[config.mk]
export PLATFORM = sky130hd
export DESIGN_NAME = mesi_snoop_responder
export DESIGN_NICKNAME = d
export VERILOG_FILES = /design/src/rtl/mesi_pkg.sv /design/src/rtl/mesi_snoop_tag_store.sv /design/src/rtl/mesi_snoop_responder.sv
export SDC_FILE = /design/constraint.sdc
export NUM_CORES = 1
export LEC_CHECK = 0
export CAP_MARGIN = 30
export CORE_MARGIN = 2
export CORE_UTILIZATION = 40
export CTS_CLUSTER_SIZE = 25
export DETAILED_ROUTE_END_ITERATION = 8
export SLEW_MARGIN = 10
export SYNTH_ARGS = -nofsm -noshare
export SYNTH_HDL_FRONTEND = slang
export SYNTH_HIERARCHICAL = 1
export SYNTH_SLANG_ARGS = --single-unit
[constraint.sdc]
create_clock -name clk -period 2.9 [get_ports clk]
set_input_delay 0.435 -clock clk [delete_from_list [all_inputs] [get_ports clk]]
set_output_delay 0.435 -clock clk [all_outputs]
set_load 0.005 [all_outputs]
[src/rtl/mesi_pkg.sv]
// Purpose : Shared types, default widths and the snoop decision table for the
//           MESI snoop responder.
// Contents: states_t, bus_op_t, snoop_result_t, snoop_decision_t,
//           default widths, derived TAG_W / SETS, snoop_decide().
package mesi_pkg;

    localparam int unsigned DEF_ADDR_W = 32;
    localparam int unsigned DEF_OFF_W  = 6;
    localparam int unsigned DEF_IDX_W  = 4;
    localparam int unsigned TAG_W      = DEF_ADDR_W - DEF_OFF_W - DEF_IDX_W;
    localparam int unsigned SETS       = 2 ** DEF_IDX_W;

    typedef enum logic [1:0] {
        ST_E = 2'b00,
        ST_M = 2'b01,
        ST_S = 2'b10,
        ST_I = 2'b11
    } states_t;

    typedef enum logic [1:0] {
        OP_READ       = 2'd0,
        OP_WRITE      = 2'd1,
        OP_INVALIDATE = 2'd2,
        OP_RWIM       = 2'd3
    } bus_op_t;

    typedef enum logic [1:0] {
        RES_HIT   = 2'b00,
        RES_HITM  = 2'b01,
        RES_NOHIT = 2'b10
    } snoop_result_t;

    // Outcome of one snoop lookup: bus result, next line state, error, write-back of state.
    typedef struct packed {
        snoop_result_t res;
        states_t       nxt;
        logic          err;
        logic          upd;
    } snoop_decision_t;

    // Snoop-induced MESI transition table; a miss never changes state.
    function automatic snoop_decision_t snoop_decide(logic hit, states_t cur, bus_op_t op);
        snoop_decision_t d;
        d.res = RES_NOHIT;
        d.nxt = cur;
        d.err = 1'b0;
        d.upd = 1'b0;
        if (hit) begin
            case (op)
                OP_READ: begin
                    d.res = (cur == ST_M) ? RES_HITM : RES_HIT;
                    d.nxt = ST_S;
                    d.upd = (cur != ST_S);
                end
                OP_RWIM: begin
                    d.res = (cur == ST_M) ? RES_HITM : RES_HIT;
                    d.nxt = ST_I;
                    d.upd = 1'b1;
                end
                OP_INVALIDATE: begin
                    // Only a shared copy may be invalidated; an owner seeing this is a protocol fault.
                    if (cur == ST_S) begin
                        d.res = RES_HIT;
                        d.nxt = ST_I;
                        d.upd = 1'b1;
                    end else begin
                        d.err = 1'b1;
                    end
                end
                default: begin
                    // Another cache writing a line we hold means ownership was lost.
                    d.err = 1'b1;
                end
            endcase
        end
        return d;
    endfunction

endpackage

[src/rtl/mesi_snoop_tag_store.sv]
// Purpose : Direct-mapped {tag, state} store for the snoop responder.
// Ports   : clk, rst (sync, active-high, all sets -> I / tag 0)
//           i_rd_idx -> o_rd_tag, o_rd_state  (combinational read)
//           i_wr_en, i_wr_idx, i_wr_tag, i_wr_state (single write port)
module mesi_snoop_tag_store
    import mesi_pkg::*;
#(
    parameter int unsigned IDX_W = DEF_IDX_W,
    parameter int unsigned TW    = TAG_W
) (
    input  logic             clk,
    input  logic             rst,
    input  logic [IDX_W-1:0] i_rd_idx,
    output logic [TW-1:0]    o_rd_tag,
    output states_t          o_rd_state,
    input  logic             i_wr_en,
    input  logic [IDX_W-1:0] i_wr_idx,
    input  logic [TW-1:0]    i_wr_tag,
    input  states_t          i_wr_state
);

    localparam int unsigned NSETS = 2 ** IDX_W;

    logic [TW-1:0] r_tag   [NSETS];
    states_t       r_state [NSETS];

    // Storage update; reset invalidates every set.
    always_ff @(posedge clk) begin
        if (rst) begin
            for (int unsigned i = 0; i < NSETS; i++) begin
                r_tag[IDX_W'(i)]   <= '0;
                r_state[IDX_W'(i)] <= ST_I;
            end
        end else if (i_wr_en) begin
            r_tag[i_wr_idx]   <= i_wr_tag;
            r_state[i_wr_idx] <= i_wr_state;
        end
    end

    assign o_rd_tag   = r_tag[i_rd_idx];
    assign o_rd_state = r_state[i_rd_idx];

endmodule

[src/rtl/mesi_snoop_responder.sv]
// Purpose : Snoop responder. Accepts snooped bus ops, looks up the local
//           tag/state store, returns HIT/HITM/NOHIT, applies the MESI
//           transition and runs a writeback handshake on HITM.
// Ports   : clk, rst (sync, active-high)
//           snoop_valid/snoop_ready/snoop_op/snoop_addr : snoop request
//           result_valid/snoop_result                   : snoop response pulse
//           wb_valid/wb_ready/wb_addr                   : dirty-line writeback
//           fill_valid/fill_ready/fill_addr/fill_state  : local install port
//           protocol_err                                : illegal snoop pulse
module mesi_snoop_responder
    import mesi_pkg::*;
#(
    parameter int unsigned ADDR_W = DEF_ADDR_W,
    parameter int unsigned OFF_W  = DEF_OFF_W,
    parameter int unsigned IDX_W  = DEF_IDX_W
) (
    input  logic              clk,
    input  logic              rst,
    input  logic              snoop_valid,
    output logic              snoop_ready,
    input  bus_op_t           snoop_op,
    input  logic [ADDR_W-1:0] snoop_addr,
    output logic              result_valid,
    output snoop_result_t     snoop_result,
    output logic              wb_valid,
    input  logic              wb_ready,
    output logic [ADDR_W-1:0] wb_addr,
    input  logic              fill_valid,
    output logic              fill_ready,
    input  logic [ADDR_W-1:0] fill_addr,
    input  states_t           fill_state,
    output logic              protocol_err
);

    localparam int unsigned TW     = ADDR_W - OFF_W - IDX_W;
    localparam int unsigned LINE_W = ADDR_W - OFF_W;

    typedef enum logic [1:0] {
        S_IDLE,
        S_LOOKUP,
        S_RESPOND,
        S_WRITEBACK
    } fsm_t;

    fsm_t            r_fsm;
    bus_op_t         r_op;
    logic [LINE_W-1:0] r_line;
    states_t         r_nxt;
    logic            r_upd;

    logic [IDX_W-1:0] w_idx;
    logic [TW-1:0]    w_tag;
    logic [TW-1:0]    w_rd_tag;
    states_t          w_rd_state;
    logic             w_hit;
    snoop_decision_t  w_dec;
    logic             w_fill_go;
    logic             w_commit;
    logic             w_wr_en;
    logic [IDX_W-1:0] w_wr_idx;
    logic [TW-1:0]    w_wr_tag;
    states_t          w_wr_state;
    logic             w_unused_fill_off;

    assign w_idx = r_line[IDX_W-1:0];
    assign w_tag = r_line[LINE_W-1:IDX_W];

    assign w_hit = (w_rd_tag == w_tag) && (w_rd_state != ST_I);
    assign w_dec = snoop_decide(w_hit, w_rd_state, r_op);

    // Fills only land in IDLE with no snoop pending, so they never meet a RESPOND commit.
    assign fill_ready = !rst && (r_fsm == S_IDLE) && !snoop_valid;
    assign w_fill_go  = fill_valid && fill_ready;
    assign w_commit   = (r_fsm == S_RESPOND) && r_upd;

    assign w_wr_en    = w_fill_go || w_commit;
    assign w_wr_idx   = w_fill_go ? fill_addr[OFF_W+IDX_W-1:OFF_W] : w_idx;
    assign w_wr_tag   = w_fill_go ? fill_addr[ADDR_W-1:OFF_W+IDX_W] : w_tag;
    assign w_wr_state = w_fill_go ? fill_state : r_nxt;

    assign w_unused_fill_off = ^fill_addr[OFF_W-1:0];

    mesi_snoop_tag_store #(
        .IDX_W (IDX_W),
        .TW    (TW)
    ) u_store (
        .clk        (clk),
        .rst        (rst),
        .i_rd_idx   (w_idx),
        .o_rd_tag   (w_rd_tag),
        .o_rd_state (w_rd_state),
        .i_wr_en    (w_wr_en),
        .i_wr_idx   (w_wr_idx),
        .i_wr_tag   (w_wr_tag),
        .i_wr_state (w_wr_state)
    );

    // Snoop FSM with registered handshake/response outputs.
    always_ff @(posedge clk) begin
        if (rst) begin
            r_fsm        <= S_IDLE;
            r_op         <= OP_READ;
            r_line       <= '0;
            r_nxt        <= ST_I;
            r_upd        <= 1'b0;
            snoop_ready  <= 1'b1;
            result_valid <= 1'b0;
            snoop_result <= RES_NOHIT;
            wb_valid     <= 1'b0;
            wb_addr      <= '0;
            protocol_err <= 1'b0;
        end else begin
            result_valid <= 1'b0;
            protocol_err <= 1'b0;
            case (r_fsm)
                S_IDLE: begin
                    if (snoop_valid) begin
                        r_op        <= snoop_op;
                        r_line      <= snoop_addr[ADDR_W-1:OFF_W];
                        snoop_ready <= 1'b0;
                        r_fsm       <= S_LOOKUP;
                    end
                end
                S_LOOKUP: begin
                    r_nxt        <= w_dec.nxt;
                    r_upd        <= w_dec.upd;
                    result_valid <= 1'b1;
                    snoop_result <= w_dec.res;
                    protocol_err <= w_dec.err;
                    // Writeback request is raised alongside the HITM response.
                    if (w_dec.res == RES_HITM) begin
                        wb_valid <= 1'b1;
                        wb_addr  <= {r_line, OFF_W'(0)};
                    end
                    r_fsm <= S_RESPOND;
                end
                S_RESPOND: begin
                    if (wb_valid) begin
                        r_fsm <= S_WRITEBACK;
                    end else begin
                        snoop_ready <= 1'b1;
                        r_fsm       <= S_IDLE;
                    end
                end
                default: begin
                    if (wb_ready) begin
                        wb_valid    <= 1'b0;
                        snoop_ready <= 1'b1;
                        r_fsm       <= S_IDLE;
                    end
                end
            endcase
        end
    end

endmodule
; Word-level counts from Yosys, hierarchy flattened
; Memories as Yosys holds them, arrays and structs flattened. A register that Yosys moved wholly into a read port is not among the register bits.
; Cells that the tools add are included.
[totals]
register_bits = 65
ramBits = 384
output_inout_bits = 39
wordCells = 90
n_memories = 2
[mem_list]
columns = name, words, width, rd, rd_ports_with_merged_regs, wr, line
row1 = u_store.r_tag, 16, 22, 1, 1, 16, mesi_snoop_tag_store.sv:24  ; logic [TW-1:0] r_tag [NSETS];
row2 = u_store.r_state, 16, 2, 1, 1, 16, mesi_snoop_tag_store.sv:25  ; states_t r_state [NSETS];
[classes]
n_eq_ne = 13
muxes = 38
n_bitwise = 3
n_reduce_logical = 23
[ops]
columns = op, n
row1 = 2-to-1 mux 22 bit, 2
row2 = 2-to-1 mux 4 bit, 8
row3 = equality test 22 bit, 1
row4 = OR reduction 22 bit, 1
row5 = 2-to-1 mux 1 bit, 16
row6 = one-hot mux 4 bit (3 select lines), 1
row7 = 2-to-1 mux 2 bit, 5
row8 = "!= test 2 bit, second input constant", 5
row9 = "equality test 2 bit, second input constant", 4
row10 = "equality test 2 x 1 -> 1 bit, second input constant", 3
row11 = 2-to-1 mux 6 bit, 1
row12 = one-hot mux 1 bit (3 select lines), 2
row13 = one-hot mux 2 bit (3 select lines), 1
row14 = AND reduction 2 bit, 3
row15 = OR reduction 2 bit, 3
row16 = logical AND 1 bit, 5
row17 = logical NOT 2 bit, 2
row18 = one-hot mux 1 bit (2 select lines), 2
row19 = AND reduction 4 bit, 1
row20 = nonzero test 4 bit, 1
row21 = inverter 1 bit, 3
row22 = AND reduction 3 bit, 1
row23 = nonzero test 3 bit, 1
row24 = OR reduction 3 bit, 1
row25 = 3 further kinds, 4

; Longest topological paths before layout
; Gate-level depths: netlist of run 1.
[logic_depth]
ltp_word = 10
ltp_mapped = 13
depth_no_buf = 9

; Hierarchy
; Netlist of run 1, hierarchy kept.
[modules_own_cells]
columns = mod, instances, cells_per_inst, area_each_um2, seq_area_each_um2
row1 = mesi_snoop_tag_store, 1, 1076, 17252.8, 11531.1
row2 = mesi_snoop_responder, 1, 383, 3246.9, 1301.2

; Least setup slack after synthesis of run 1
; OpenSTA, ideal clock, no wires.
[synth_timing]
kind = register -> register
startpoint = register r_fsm[0]
endpoint = memory u_store/r_state[0][0] in the netlist's numbering (enable)
setup_ns = 0.358
arrival_time_ns = 3.020
required_time_ns = 2.542
slack_ns = -0.478
stages_incl_launch_ff = 12
period_less_slack_ns = 3.378
cell_sequence = dfxtp_1 -> inv_1 -> ha_1 -> inv_2 -> nor3_1 -> and2_1 -> buf_2 -> mux2_2 -> or4b_1 -> buf_4 -> nor3_4 -> or2_2
[synth_rtl]
columns = item, line
row1 = start: declaration, mesi_snoop_responder.sv:45  ; fsm_t r_fsm;
row2 = start signal: assignment, mesi_snoop_responder.sv:101  ; r_fsm <= S_IDLE;
row3 = start signal: assignment, mesi_snoop_responder.sv:121  ; r_fsm <= S_LOOKUP;
row4 = start signal: assignment, mesi_snoop_responder.sv:135  ; r_fsm <= S_RESPOND;
row5 = end: declaration, mesi_snoop_tag_store.sv:25

==> results of run 1 <==
[area by class of cell]
class	count	area, um2
diodes	1	2.50
clock buffers	70	1420
clock inverters	15	135
fillers	4157	24100
inverters	5	21.3
multi-input cells	880	7400
flip-flops and latches	449	12800
well taps	672	841
repair buffers	332	3660
[layer usage]
metal  share of wire, %  routed length [um]  global-route usage [%]  vias to the layer above
li1                   -                   -                       -                     5839
met1                 42               24100                    28.9                     6618
met2                 50               28500                    37.0                      401
met3                5.3                3020                    2.73                       77
met4                2.0                1120                    5.60                        0
met5                  0                   0                       0                        -
[power by group]
| group | internal [uW] | switching, uW |
|---|---|---|
| clock | 3580 | 2510 |
| combinational | 1800 | 2000 |
| sequential | 7260 | 201 |
| total | 12600 | 4710 |
[layout by cell type (no fill, tap or decap), drive strengths merged, types with 10 or more instances in the layout]
| cell | Yosys | routed |
|---|---|---|
| clkbuf | 89 | 75 |
| nand3 | 29 | 29 |
| nand2b | 10 | 10 |
| buf | 42 | 235 |
| xnor2 | 15 | 15 |
| nor2 | 20 | 20 |
| dfxtp | 65 | 65 |
| or2 | 17 | 17 |
| a22oi | 48 | 48 |
| o21ai | 28 | 28 |
| nand2 | 88 | 88 |
| edfxtp | 384 | 384 |
| or3 | 25 | 25 |
| mux4 | 96 | 96 |
| a21oi | 61 | 61 |
| clkdlybuf4s50 | 0 | 92 |
| mux2 | 28 | 28 |
| and2 | 356 | 356 |
[critical path, delay by kind of cell, from the launching register on]
| family | cells | cell delay [ns] |
|---|---|---|
| simple gates | 4 | 1.00 |
| buf+inv | 6 | 0.90 |
| mux | 1 | 0.55 |
| flops | 1 | 0.46 |
| compound gates | 1 | 0.19 |
| xor+xnor | 1 | 0.14 |
[state kept, by name, summed over array words and instances, names as in the netlist]
signal           cells
snoop_result         2
wb_valid             1
r_upd                1
result_valid         1
u_store/r_state     32
r_op                 2
wb_addr             26
r_nxt                2
snoop_ready          1
protocol_err         1
u_store/r_tag      352
r_line              26
r_fsm                2
[timing repair]
item | CTS | global route
cloned | 6 | 6
hold buffers | 0 | 0
setup endpoints to repair | 520 | 260
resized for setup | 58 | 35
pin swaps | 8 | 23
buffers inserted | 23 | 22
endpoints found under the hold margin | 0 | 0
[how the worst max path moves through the flow]
stage / endpoint / slack (ns) / from / cells after the start
floorplan: u_store/r_state[0][0]$_SDFFCE_PN1P_ / -0.13 / r_fsm[0]$_SDFFE_PP0P_ / 11
global placement: wb_addr[26]$_SDFFE_PP0P_ / -0.41 / r_line[0]$_SDFFE_PP0P_ / 11
detailed placement: wb_addr[6]$_SDFFE_PP0P_ / -0.45 / r_line[0]$_SDFFE_PP0P_ / 11
CTS: wb_addr[6]$_SDFFE_PP0P_ / -0.32 / r_line[0]$_SDFFE_PP0P_ / 11
global route: protocol_err$_SDFF_PP0_ / -0.52 / r_line[0]$_SDFFE_PP0P_ / 13
finish: protocol_err$_SDFF_PP0_ / -0.42 / r_line[0]$_SDFFE_PP0P_ / 13
[metrics by stage]
stage / total power [uW] / worst slack, ns / cell area [um2] / hold WS (ns)
floorplan: 9320 / -0.127 / 20600 / 0.441
global placement: 10800 / -0.409 / 23700 / 0.455
detailed placement: 10900 / -0.449 / 23700 / 0.469
CTS: 17200 / -0.317 / 25900 / 0.383
global route: 18000 / -0.521 / 26300 / 0.418
finish: 17300 / -0.423 / 26300 / 0.405
[logic make-up (layout without fill, tap and decap cells)]
family                   Yosys count  after routing  synth area share [%]
AND/OR/NAND/NOR                  571            572                  16.4
flip-flops                       449            449                  62.6
AO/OA/AOI/OAI                    149            149                  4.53
buffers and inverters            136            422                  3.09
multiplexers                     125            125                  12.1
XOR/XNOR                          24             24                  1.03
adder cells (fa/ha/maj)            4              4                 0.244
other                              1              7                0.0183
[cell usage after synthesis, drive strengths merged (2+ instances only)]
library cell  count  share of area, %
ha                4              0.24
nor3              7              0.32
nand2b           10              0.31
a22oi            48               1.8
clkbuf           89               1.7
xnor2            15              0.64
a21oi            61               1.5
nor4              2              0.12
edfxtp          384                56
mux4             96                11
or2              17              0.52
nand3            29              0.73
and2            356                11
or3              25              0.76
mux2             28               1.5
o31ai             2             0.073
nand2            88               1.6
nand4bb           2              0.11
xor2              9              0.38
nor2b             5              0.15
inv               5             0.092
o21ai            28              0.68
buf              42               1.3
nor2             20              0.43
nand4             5              0.15
dfxtp            65               6.3
==> results.tsv, run 1 <==
metric	value	unit
Vias/cell	5.34	
FF-to-FF path depth	13	
reg2reg end	protocol_err$_SDFF_PP0_	
Slew headroom	42.4	%
hold path depth	3	
first-pass GRT wire length	85300	um
number of global-route vias before repair	13200	
largest net degree at the start of global routing	85	
Tmin final	3.32	ns
reg2reg setup slack	-0.42	ns
GRT overflow	0	
Worst Setup End Kind	flop	
row cnt	82	
Layout Skew	0.0200	ns
core region area	50400	um2
Worst path most repeated cell	buf_4	
maximum VDD drop	426	uV
startpoint types	flop	
area grow syn2layout	28.4	%
total track usage	21.5	%
die height	230	um
Synth Instances	1459	
Starting Density	40.7	%
final non-filler cell total	2424	
Crit-path slowest cell	mux4_2	
CTS max path bufs	3	
CTS root buf	clkbuf_16	
critical path required time	3.39	ns
leak pwr	0.00948	uW
Top FF cell, synth	edfxtp_1	
sequential area share after synthesis	62.6	%
CTS sink cnt	449	
Yosys warnings	6	
Setup TNS	-11.46	ns
H-Tree Depth	2	
Post-DP HPWL	37700	um
crit-path cells	buf_12 > buf_12 > mux4_2 > a22oi_2 > buf_4 > nand2_4 > xnor2_2 > buf_4 > nand4_1 > buf_4 > or4_4 > buf_6 > nor4b_4	
Die Footprint	53100	um2
Slew Limit Fails	0	
Port-buffer cells	93	
syn avg cell area	14.1	um2
initial antenna violation count	0	
Die X	230	um
DR iter-0 viols	974	
final core occ	52.3	%
Final WS setup	-0.423	ns
worst path arrival time	3.82	ns
FF+latch count, synth	449	
placed cell count	2282	
drc violations	0	
worst-skew pair later-pin latency	0.59	ns
RSZ-0062 raised after global routing	true	
FF-to-FF Start	r_line[0]$_SDFFE_PP0P_	
HP Class	in2reg	
cts bufs inserted	48	
Final Hold Vio Count	0	
CP Max Fanout	8	
vias	12900	
status	complete, but fails checks	
nets	1793	
Post-Route WL	56700	um
cell area power density	659	nW/um2
WL per Instance	23.4	um
CP Class	reg2reg	
hold_sp	snoop_addr[17]	
post-synth cell types	56	
Tightest Pin Transition	0.864	ns
share of cells above drive strength 1	29.5	%
asr flop ratio synth	0	%
TritonCTS clock tree	yes	
clk slew on worst S/H paths	0.06	ns
violated checks	setup timing	
Post-synth EDFFs	384	
fin crit share	115	%
num ports	112	
Endpoint, Worst Hold	r_line[11]$_SDFFE_PP0P_	
crit-path max cell delay	0.55	ns
Antenna Nets Post-Route	0	
RePlAce Congestion	0.821	
final setup fails	33	
cell area after synthesis	20500	um2
maximum clock frequency	0.301	GHz
DRT Pass-1 Iters	5	
max-cap viol count	0	
No activity file was read; power rests on OpenSTA's default activity.
==> run 2: changes to the inputs <==
Settings changed: HOLD_SLACK_MARGIN set to 0.08.
==> results of run 2 <==
No change in the layout: final DEF, timing and power equal those of run 1.
==> variant 1: new RTL, settings of run 2 <==
Re-encode `fsm_t` (4 states) as one-hot, 4 bits wide.
--- a/src/rtl/mesi_snoop_responder.sv
+++ b/src/rtl/mesi_snoop_responder.sv
@@ -36,9 +36,9 @@
     localparam int unsigned LINE_W = ADDR_W - OFF_W;
 
-    typedef enum logic [1:0] {
-        S_IDLE,
-        S_LOOKUP,
-        S_RESPOND,
-        S_WRITEBACK
+    typedef enum logic [3:0] {
+        S_IDLE      = 4'b0001,
+        S_LOOKUP    = 4'b0010,
+        S_RESPOND   = 4'b0100,
+        S_WRITEBACK = 4'b1000
     } fsm_t;
 
Behaviour: same outputs for any inputs over 4 cycles, from zero or initial values and one cycle with rst high; so few cycles prove little.
==> variant 1 against run 2 <==
The flow still finishes with violations (negative setup slack). Sequential cell count up 2. Via count up 0.41%. Synthesized area about the same. Routed wire length up 3.4%. Sequential power down 0.7%. Setup slack better by 190 ps. Design area down 0.40%. Critical path type unchanged. Global-route usage up 0.37 points. Die area about the same. Total power down 8.5%. Largest cell class unchanged. Count of clock-buffer cells in the layout down 5. Cell count down 0.87%.
==> variant 1: results (changes against run 2) <==
DRT iter0 DRCs 1,193 (was 974); switching power 4.057 mW (was 4.711 mW); biggest regs u_store/r_tag: 352 flops, u_store/r_state: 32 flops (unchanged); top post-synthesis cells by count edfxtp_1, and2_1, mux4_2, clkbuf_1, nand2_1 (was edfxtp_1, and2_1, mux4_2, nand2_1, clkbuf_1); status finished with violations (unchanged); slowest stage cell, crit path mux4_2 (unchanged); CP max FO 5 (was 8); Post-synth EDFFs 384 (unchanged); PD cells 605.6 mW/mm2 (was 658.9 mW/mm2); Worst Skew 13.40 ps (was 20.02 ps); Critical Path Max Stage Delay 500 ps (was 550 ps); Final nets 1,767 (was 1,793); fraction of registers with async set/reset 0 (unchanged); delay-heaviest family, CP simple AND/OR/NAND/NOR gates (unchanged); Synth cell types 49 (was 56); Inserted Diodes 0 (was 1); WL/cell 24.37 um (was 23.37 um); Primary FF master, synth edfxtp_1 (unchanged); root buf cell clkbuf_16 (unchanged); Clock Path Buffers 3 (unchanged); Via density 5.405 (was 5.336); htree depth 2 (unchanged); first-pass GRT wire length 85.50 mm (was 85.26 mm); Gate Count Post-Synth 1,465 (was 1,459); # setup viols final 58 (was 33); largest net degree at the start of global routing 83 (was 85); share of cells above drive strength 1 0.2940 (was 0.2953); Post-Layout Cell Count 2,403 (was 2,424); worst skew pair latency approximately 580 ps; clk slew on worst S/H paths 60 ps (about the same); Placed Instance Area 0.02359 mm2 (was 0.02370 mm2); PnR worst setup slack -230.7 ps (was -423.1 ps); CTS buffer count 47 (was 48); vias in the first global route 13,295 (was 13,183); post-place setup slack -504.0 ps (was -449.3 ps); I/O Buffers 93 (unchanged); warnings from Yosys 6 (unchanged); initial antenna violation count 0 (unchanged); setup TNS -6583 ps (was -11,460 ps); Critical Path AT 3630 ps (was 3820 ps); GP Congestion 0.8528 (was 0.8211); final hold slack 405.6 ps (was 405.3 ps); DRT Pass-1 Iters 5 (unchanged); peak supply drop 0.0003733 V (was 0.0004259 V); Global Route Usage Sum 0.2188 (was 0.2152); min-delay worst type input port to register (unchanged); failing checks negative setup slack (unchanged); P_leak 9.396 nW (was 9.480 nW); largest cells by area after synthesis edfxtp_1, and2_1, mux4_2 (unchanged); Placed Instances 2,277 (was 2,282); worst rel slew slack 0.3908 (was 0.4240); Seq/Total Area, Yosys 0.6276 (was 0.6260); dpl hpwl 37.32 mm (was 37.67 mm)
==> variant 1: changes by cell type after synthesis, sizes merged, moves of 3 or more <==
| cell | before | now |
|---|---|---|
| nor4 | 2 | 7 |
| xnor2 | 15 | 2 |
| xor2 | 9 | 23 |
| nand2 | 88 | 91 |
| ha | 4 | 0 |
| buf | 42 | 35 |
| clkbuf | 89 | 99 |
| nand4 | 5 | 27 |
| nand3 | 29 | 3 |
| nor2b | 5 | 2 |
==> variant 1: what timing repair did <==
item | 4_1_cts | 5_1_grt
setup buffers | 14 | 15
endpoints found under the hold margin | 0 | 0
cloned | 7 | 10
endpoints found under the setup margin | 500 | 588
pin swaps | 33 | 31
gates resized for setup | 61 | 67
==> variant 1: routing by layer <==
layer | share of wire | global-route usage | wire (um)
met3 | 0.062 | 0.03928 | 3657
met2 | 0.50 | 0.3729 | 29160
met5 | 0 | 0 | 0
met4 | 0.023 | 0.05706 | 1353
met1 | 0.42 | 0.2894 | 24390
==> variant 1: kinds of logic (layout without fill, tap and decap cells) <==
group / Yosys count / count (layout) / share of synthesized area
simple gates: 572 / 572 / 0.1651
flops: 451 / 451 / 0.6276
compound gates: 151 / 151 / 0.04435
buf+inv: 139 / 400 / 0.03026
mux: 126 / 126 / 0.1218
xor+xnor: 25 / 25 / 0.01068
other cells: 1 / 6 / 0.0001828
==> variant 1: path summary, 6_finish.rpt <==
path                      start     endpoint  cells after the start
setup / recovery      r_line[0]  wb_addr[25]                     14
hold / removal    snoop_addr[7]    r_line[1]                      3
setup reg to reg      r_line[0]  wb_addr[25]                     14
hold reg to reg     wb_addr[14]  wb_addr[14]                      2
==> variant 1: cell type report <==
cell class                      instances  area, um2
Timing Repair Buffer                  309       3551
Inverter                                5      18.77
Clock inverter                         21      170.2
Sequential cell                       451      12880
Fill cell                            4116      24160
Multi-Input combinational cell        880       7460
Tap cell                              672      840.8
Clock buffer                           65       1296
==> variant 1: power by group through the flow <==
stage | logic (mW) | registers (mW) | clock network (mW)
2_1_floorplan | 1.26 | 7.46 | 0
3_5_place_dp | 2.32 | 7.53 | 0
5_1_grt | 2.79 | 7.42 | 6.18
3_3_place_gp | 2.29 | 7.52 | 0
4_1_cts | 2.53 | 7.40 | 5.95
6_report | 2.63 | 7.41 | 5.84
==> variant 1: worst register-to-register path, delay by kind of cell (launching register included) <==
kind | cells | cell delay, ps
flops | 1 | 440
mux | 1 | 500
compound gates | 2 | 340
xor+xnor | 1 | 170
simple gates | 4 | 840
buf+inv | 6 | 770
==> variant 2: new RTL, flow settings as in run 2 <==
Without the edit above. Set the package constant `DEF_OFF_W` to 12 (it was 6).
--- a/src/rtl/mesi_pkg.sv
+++ b/src/rtl/mesi_pkg.sv
@@ -6,5 +6,5 @@
 
     localparam int unsigned DEF_ADDR_W = 32;
-    localparam int unsigned DEF_OFF_W  = 6;
+    localparam int unsigned DEF_OFF_W  = 12;
     localparam int unsigned DEF_IDX_W  = 4;
     localparam int unsigned TAG_W      = DEF_ADDR_W - DEF_OFF_W - DEF_IDX_W;
Function: changed (a bounded check fails within 4 cycles, from zero or initial values and one cycle with rst high).
==> variant 2 against run 2 <==
The run still ends with negative setup slack left. First-iteration DRC count shrank 18%. Setup slack gained 150 ps. Core utilization shrank 1.1 points. Routed wire length shrank 29%. Sequential share of layout area grew 0.36 points. Combinational power shrank 28%. Sequential cell count shrank 108. Design area shrank 25%. Total power shrank 25%. Hold slack gained 55 ps. Synthesized area shrank 24%. Non-clock buffer count shrank 88. Critical path depth shrank 3. Critical path type unchanged. Largest cell class unchanged. Highest routed layer unchanged.
==> variant 2: results (changes against run 2) <==
internal power 9.453 mW (was 12.63 mW); failing checks negative setup slack (unchanged); # setup viols final 27 (was 33); Routed WL 40.39 mm (was 56.65 mm); largest net degree at the start of global routing 74 (was 85); area fraction of the dominant cell type after synthesis 0.5520 (was 0.5625); PnR worst setup slack -272.0 ps (was -423.1 ps); P_leak 7.091 nW (was 9.480 nW); share of cells above drive strength 1 0.2758 (was 0.2953); xor and xnor fraction of the mapped netlist area 0.008385 (was 0.01025); mux cell area share after synthesis 0.1185 (was 0.1213); Setup Fix Bufs, Post-CTS 19 (was 23); total power 12.96 mW (was 17.35 mW); slowest stage cell, crit path or4_4 (was mux4_2); sequential power share 0.436 (was 0.430); CTS buffer count 39 (was 48); Worst Skew 12.80 ps (was 20.02 ps); met3 usage 0.02580 (was 0.02730); CP max FO 7 (was 8); GR Util met2 0.3341 (was 0.3699); DR vias 9,796 (was 12,935); worst rel slew slack 0.5003 (was 0.4240); status finished with violations (unchanged); worst skew pair latency 530 ps (was 590 ps); Placed Instance Area 0.01813 mm2 (was 0.02370 mm2); I/O Buffers 75 (was 93); Post-synth EDFFs 288 (was 384); CP endpoint wb_valid (was protocol_err); met3 wire length 1.989 mm (was 3.024 mm); DRT Pass-1 Iters 4 (was 5); M1 GR Usage 0.2789 (was 0.2894); Logic power comb 2.72 mW (was 3.80 mW); worst reg2reg path depth 10 (was 13); Placed Instances 1,789 (was 2,282); Synth Area in Adders 0.003194 (was 0.002441); Fill cells 3,240 (was 4,157); setup TNS -3499 ps (was -11,460 ps); dpl hpwl 28.06 mm (was 37.67 mm); Synth Area in Compound Gates 0.04696 (was 0.04529); GP Congestion 0.8058 (was 0.8211); M1 wire length 18.24 mm (was 24.05 mm); peak supply drop 0.0004826 V (was 0.0004259 V); total of cells resized after clock tree synthesis 36 (was 58); Post-Layout Cell Count 1,885 (was 2,424); Avg Inst Size Synth 13.70 um2 (was 14.05 um2); top post-synthesis cells by count edfxtp_1, and2_1, mux4_2, nand2_1, clkbuf_1 (unchanged); Global Route Usage Sum 0.1995 (was 0.2152); vias in the first global route 10,147 (was 13,183)
==> variant 2: cell types whose count changed after synthesis, moves of 19 or more <==
cell and delta:
nand4_1 +19, nand3_1 -25, o21ai_0 +25, and2_1 -98
clkbuf_1 -22, o21ai_1 -27, mux4_2 -24, edfxtp_1 -96
==> variant 2: cell type report <==
class                      count  area [um2]  share of cell area
sequential                   341        9718              0.4914
multi-input combinational    702        5708              0.2886
timing repair buffer         244        2484              0.1256
clock buffer                  50        1060             0.05359
tap                          518       648.1             0.03277
clock inverter                21       123.9            0.006264
inverter                       9       33.78            0.001708
==> variant 2: worst min path at each step <==
stage	from	endpoint	slack (ps)	cells after the start
after floorplan	r_upd	r_upd	440	2
after global placement	snoop_result[0]	snoop_result[0]	450	2
after detailed placement	snoop_result[0]	snoop_result[0]	460	2
after CTS	snoop_addr[31]	r_line[19]	450	3
after global routing	snoop_addr[24]	r_line[12]	470	3
final	snoop_result[0]	snoop_result[0]	460	2
